$ cat config.mk
export PLATFORM = sky130hd
export DESIGN_NAME = pipe_stage_skid
export DESIGN_NICKNAME = d
export VERILOG_FILES = /design/src/rtl/pipe_pkg.sv /design/src/rtl/pipe_slot.sv /design/src/rtl/pipe_stage_skid.sv
export SDC_FILE = /design/constraint.sdc
export NUM_CORES = 1
export LEC_CHECK = 0
export CORE_UTILIZATION = 40
export DETAILED_ROUTE_END_ITERATION = 8
export HOLD_SLACK_MARGIN = 0.06
export MAX_ROUTING_LAYER = met4
export PLACE_DENSITY = 0.67
export REMOVE_ABC_BUFFERS = 1
export SLEW_MARGIN = 30
export SYNTH_ARGS = -nofsm -noshare
export SYNTH_HDL_FRONTEND = slang
export SYNTH_SLANG_ARGS = --single-unit
$ cat constraint.sdc
create_clock -name clk -period 2.5 [get_ports clk]
set_input_delay 0.75 -clock clk [delete_from_list [all_inputs] [get_ports clk]]
set_output_delay 0.75 -clock clk [all_outputs]
set_load 0.01 [all_outputs]
$ cat src/rtl/pipe_pkg.sv
// Shared definitions for elastic pipeline stage registers: state encoding
// (which doubles as the occupancy count) and default per-boundary widths.
package pipe_pkg;

  typedef enum logic [1:0] {
    ST_EMPTY = 2'd0,
    ST_ONE   = 2'd1,
    ST_FULL  = 2'd2
  } state_e;

  // Default payload widths for each inter-stage boundary.
  localparam int IF_ID_DATA_W  = 64;
  localparam int IF_ID_CTRL_W  = 1;
  localparam int ID_EX_DATA_W  = 128;
  localparam int ID_EX_CTRL_W  = 12;
  localparam int EX_MEM_DATA_W = 112;
  localparam int EX_MEM_CTRL_W = 5;
  localparam int MEM_WB_DATA_W = 72;
  localparam int MEM_WB_CTRL_W = 3;

endpackage

$ cat src/rtl/pipe_slot.sv
// One pipeline entry (valid, data, ctrl). Reset/clear restore RESET_DATA,
// load captures a new entry, drop invalidates while keeping the data visible.
module pipe_slot #(
  parameter int                DATA_W     = 128,
  parameter int                CTRL_W     = 12,
  parameter logic [DATA_W-1:0] RESET_DATA = '0
) (
  input  logic              clk,
  input  logic              reset,
  input  logic              clear,
  input  logic              load,
  input  logic              drop,
  input  logic [DATA_W-1:0] load_data,
  input  logic [CTRL_W-1:0] load_ctrl,
  output logic              valid,
  output logic [DATA_W-1:0] data,
  output logic [CTRL_W-1:0] ctrl
);

  // NOTE: non-blocking assignments so every register samples pre-edge values.
  always_ff @(posedge clk) begin
    if (reset || clear) begin
      valid <= 1'b0;
      data  <= RESET_DATA;
      ctrl  <= '0;
    end else if (load) begin
      valid <= 1'b1;
      data  <= load_data;
      ctrl  <= load_ctrl;
    end else if (drop) begin
      valid <= 1'b0;
      ctrl  <= '0;
    end
  end

endmodule

$ cat src/rtl/pipe_stage_skid.sv
// Elastic pipeline stage: valid/ready handshake, two-entry skid buffer for
// full throughput, flush-to-bubble, and control forced inert when invalid.
module pipe_stage_skid
  import pipe_pkg::*;
#(
  parameter int                DATA_W     = 128,
  parameter int                CTRL_W     = 12,
  parameter logic [DATA_W-1:0] RESET_DATA = '0
) (
  input  logic              clk,
  input  logic              reset,
  input  logic              in_valid,
  output logic              in_ready,
  input  logic [DATA_W-1:0] in_data,
  input  logic [CTRL_W-1:0] in_ctrl,
  input  logic              flush,
  output logic              out_valid,
  input  logic              out_ready,
  output logic [DATA_W-1:0] out_data,
  output logic [CTRL_W-1:0] out_ctrl,
  output logic [1:0]        occupancy
);

  state_e state_q, state_d;

  logic in_fire, out_fire;
  logic main_load, main_drop, main_from_skid;
  logic skid_load, skid_clear;
  logic skid_valid;
  logic [DATA_W-1:0] main_data, skid_data, main_load_data;
  logic [CTRL_W-1:0] main_ctrl, skid_ctrl, main_load_ctrl;

  // Ready comes from registered state only, never from out_ready.
  assign in_ready  = ~reset & (state_q != ST_FULL);
  assign in_fire   = in_valid & in_ready;
  assign out_fire  = out_valid & out_ready;
  assign occupancy = state_q;
  assign out_ctrl  = main_ctrl & {CTRL_W{out_valid}};

  always_ff @(posedge clk) begin
    if (reset) state_q <= ST_EMPTY;
    else       state_q <= state_d;
  end

  // NOTE: defaults first so no path leaves a signal unassigned (no latch).
  always_comb begin
    state_d        = state_q;
    main_load      = 1'b0;
    main_drop      = 1'b0;
    main_from_skid = 1'b0;
    skid_load      = 1'b0;
    skid_clear     = 1'b0;
    case (state_q)
      ST_EMPTY: begin
        if (in_fire) begin
          main_load = 1'b1;
          state_d   = ST_ONE;
        end
      end
      ST_ONE: begin
        if (in_fire && out_fire) begin
          main_load = 1'b1;
        end else if (in_fire) begin
          skid_load = 1'b1;
          state_d   = ST_FULL;
        end else if (out_fire) begin
          main_drop = 1'b1;
          state_d   = ST_EMPTY;
        end
      end
      ST_FULL: begin
        if (out_fire) begin
          main_load      = 1'b1;
          main_from_skid = 1'b1;
          skid_clear     = 1'b1;
          state_d        = ST_ONE;
        end
      end
      default: state_d = ST_EMPTY;
    endcase
    // Flush squashes everything, including a same-cycle in_fire.
    if (flush) state_d = ST_EMPTY;
  end

  assign main_load_data = main_from_skid ? skid_data : in_data;
  assign main_load_ctrl = main_from_skid ? skid_ctrl : in_ctrl;

  pipe_slot #(.DATA_W(DATA_W), .CTRL_W(CTRL_W), .RESET_DATA(RESET_DATA)) u_main (
    .clk       (clk),
    .reset     (reset),
    .clear     (flush),
    .load      (main_load),
    .drop      (main_drop),
    .load_data (main_load_data),
    .load_ctrl (main_load_ctrl),
    .valid     (out_valid),
    .data      (main_data),
    .ctrl      (main_ctrl)
  );

  pipe_slot #(.DATA_W(DATA_W), .CTRL_W(CTRL_W), .RESET_DATA(RESET_DATA)) u_skid (
    .clk       (clk),
    .reset     (reset),
    .clear     (flush | skid_clear),
    .load      (skid_load),
    .drop      (1'b0),
    .load_data (in_data),
    .load_ctrl (in_ctrl),
    .valid     (skid_valid),
    .data      (skid_data),
    .ctrl      (skid_ctrl)
  );

  assign out_data = main_data;

  a_no_fire_when_full : assert property (@(posedge clk) disable iff (reset)
    !(in_fire && state_q == ST_FULL));

  a_skid_matches_state : assert property (@(posedge clk) disable iff (reset)
    skid_valid == (state_q == ST_FULL));

endmodule

==> results.json <==
{
  "status": "finished, final reports clean",
  "timing.hold.worst_endpoint": "u_skid.data[12]",
  "source_to_sink_clock_delay_at_the_later_pin_of_the_worst_skew_pair_ps": 540,
  "total_power_per_unit_cell_area_nw_per_um2": 642,
  "syn_to_final_growth_pct": 40.2,
  "clock-root-buffer": "clkbuf_16",
  "placement.cell_area_um2": 15500,
  "port_buffers": 288,
  "grt_first_pass_wirelength_um": 52700,
  "postRouteAntennaNets": 0,
  "grt.total_usage_pct": 21.8,
  "yosys_warnings": 0,
  "timing.critical_path.fanout_max": 16,
  "unrepaired_setup_endpoints_after_global_routing": "no",
  "final-max-slew-violation-count": 0,
  "routabilityCongestion": 0.778,
  "worst-slew-pin-transition_ps": 480,
  "setup_viol_count_final": 0,
  "reg2reg_setup_slack_ps": 650,
  "nFillCells": 2527,
  "drive_above_1_share_pct": 14.7,
  "synth_top_family_by_area": "simple AND/OR/NAND/NOR gates",
  "multi_input_comb_area_um2": 5610,
  "initialDrtViolationCount": 683,
  "post_synth_inst_count": 1418,
  "met3_wirelength_um": 1880,
  "maxSlewHeadroom_pct": 68.0,
  "avgViaCountPerCell": 5.14,
  "synth_top_cell_area_share_pct": 47.8,
  "yosys.area_share.adder_pct": 0,
  "reg2reg_to": "u_main.data[52]",
  "i_o_pin_count": 289,
  "core.rowCount": 62,
  "final_area_um2": 16600,
  "height_of_the_die_um": 174,
  "cp.arrival_ps": 1690,
  "clkTransAtPathRegs_ps": 60,
  "required_ps": 1750,
  "pre_cts_ws_ps": -184,
  "clock_skew_ps": 8.18,
  "hold_fix_buffers_at_cts": 0,
  "hold_path.startpoint": "u_skid.data[12]",
  "area_fraction_in_and_or_nand_and_nor_cells_after_synthesis_pct": 23.1,
  "worstHoldPathType": "reg2reg",
  "p_leak_nw": 5.62,
  "die_w_um": 174,
  "crit-reg2reg-launch": "occupancy[0]",
  "grt_overflow_total": 0,
  "synth_top_cells_by_area": "dfxtp_1 48%, nand2_1 17%, a311oi_2 15%",
  "number_of_global_route_vias_before_repair": 10261,
  "met1_length_um": 15100,
  "synth.mux.area_fraction_pct": 1.22,
  "detailroute.via_count": 10726,
  "clock_tree_from_tritoncts": "yes",
  "flip_flop_and_latch_count_after_synthesis": 283,
  "htree_num_levels": 1,
  "sequential_cell_area_um2": 5670,
  "detail_route.wl_per_cell_um": 15.7,
  "criticalPathCategory": "reg2out",
  "timing.final.ws_setup_ps": 56.3,
  "route.top_layer_used": "met4",
  "antenna_found_initial": 2,
  "remaining_drc_errors": 0,
  "period_minus_ws_final_ps": 2440,
  "avgSynthCellArea_um2": 8.36,
  "placeableCoreArea_um2": 28900,
  "synth_top_area_cell": "dfxtp_1",
  "pin_count_of_the_biggest_net_entering_global_routing": 88,
  "post_synth_xor_xnor_area_pct": 0,
  "synth_compound_area_share_pct": 22.7,
  "syn_area_um2": 11900,
  "max_cap_violations": 0,
  "cp-start-kind": "flip-flop",
  "firstDrtPassIters": 5,
  "holdWs_ps": 453,
  "vdd.ir_drop.worst_mv": 0.426,
  "ff2ff_path_depth": 6,
  "post_layout_nonfiller_instances": 2085,
  "place_inst": 2029,
  "layout.cells.most_common_list": "538 x nand2_1, 287 x clkdlybuf4s50_1, 281 x dfxtp_1, 144 x a21oi_1, 142 x nor2_1",
  "fmax_achieved_mhz": 409,
  "wl_um": 32700,
  "post-route-period-util_pct": 97.7,
  "final_hold_viol_count": 0,
  "synth.yosys.seq_area_share_pct": 47.8,
  "post_detailed_placement_half_perimeter_wirelength_um": 21000,
  "cts.path.max_buffers": 3,
  "sum_of_met2_wire_segment_lengths_after_detailed_routing_um": 14800,
  "fin_nets": 1823,
  "timing.hold.worst_path_depth": 2,
  "numClockSinks": 283,
  "mostFrequentLayoutCell": "nand2_1",
  "ys_types": 31,
  "cts_buffers": 30,
  "floorplan.die_area_um2": 30300,
  "end_kind": "primary output",
  "initial_utilization_pct": 41.0
}
## cells by family after synthesis
group,count (synthesis)
AND/OR/NAND/NOR,707
AO/OA/AOI/OAI,289
flip-flops,283
buffers and inverters,126
multiplexers,13
## cells in the mapped netlist
library cell / n
nand2_1: 539
dfxtp_1: 283
a21oi_1: 144
nor2_1: 142
a311oi_2: 116
clkbuf_1: 74
buf_2: 21
buf_4: 19
and2_1: 13
a22oi_1: 12
a311oi_1: 12
mux2_2: 12
buf_6: 6
buf_1: 5
nor2b_1: 3
o21ai_0: 2
a211o_1: 1
a211oi_1: 1
and3_1: 1
and4b_1: 1
inv_1: 1
mux2i_1: 1
nand2b_1: 1
nand3_1: 1
nand4b_1: 1
nor3_1: 1
nor3b_1: 1
nor4b_2: 1
o21a_1: 1
or2_2: 1
or3_1: 1
## critical path: stages (launching register included)
cell	delay [ps]
dfxtp_4	430
and2_1	180
clkdlybuf4s50_1	540
## per-stage QoR
stage	util, %	power, mW	TNS (ps)
after floorplan	-	5.32	-1688390
after CTS	57.4	10.8	0
after detailed placement	53.6	5.93	-7780
after global placement	53.6	5.92	-9430
final	57.4	10.7	0
after global routing	57.4	11.1	0
## area by class of cell
cell class / instances / area share (%)
Antenna cell: 2 / 0.0301
Clock buffer: 43 / 5.36
Clock inverter: 10 / 1.20
Inverter: 1 / 0.0226
Multi-Input combinational cell: 1009 / 33.8
Sequential cell: 283 / 34.1
Tap cell: 384 / 2.89
Timing Repair Buffer: 353 / 22.6
## worst max-delay path by stage
stage | startpoint | endpoint | slack (ps) | cells after the start
floorplan | out_ready | u_main.data[0] | -6880 | 3
global placement | reset | in_ready | -190 | 3
detailed placement | reset | in_ready | -180 | 3
CTS | u_main.valid | out_ctrl[9] | 9 | 2
global route | u_main.valid | out_ctrl[1] | 5 | 2
finish | u_main.valid | out_ctrl[9] | 60 | 2
## state kept, by name, summed over array words and instances, names as in the netlist
name	flops
u_main.data	128
u_skid.data	128
u_main.ctrl	12
u_skid.ctrl	12
occupancy	2
u_main.valid	1
## layer usage
metal / vias to the layer above / track usage, %
met5: - / -
met4: 0 / 6.76
met3: 71 / 3.11
met2: 311 / 33.9
met1: 5048 / 29.1
li1: 5296 / -
## what timing repair did
| item | 4_1_cts | 5_1_grt |
|---|---|---|
| pin swaps | 0 | 0 |
| resized for setup | 3 | 1 |
| buffers inserted | 0 | 1 |
| setup endpoints to repair | 14 | 11 |
## power by group
part / switching [mW] / total, mW / internal (mW)
clock network: 1.77 / 4.84 / 3.07
logic: 0.570 / 1.16 / 0.594
registers: 0.0601 / 4.66 / 4.60
total: 2.40 / 10.7 / 8.27
(Power assumes the default switching activity.)
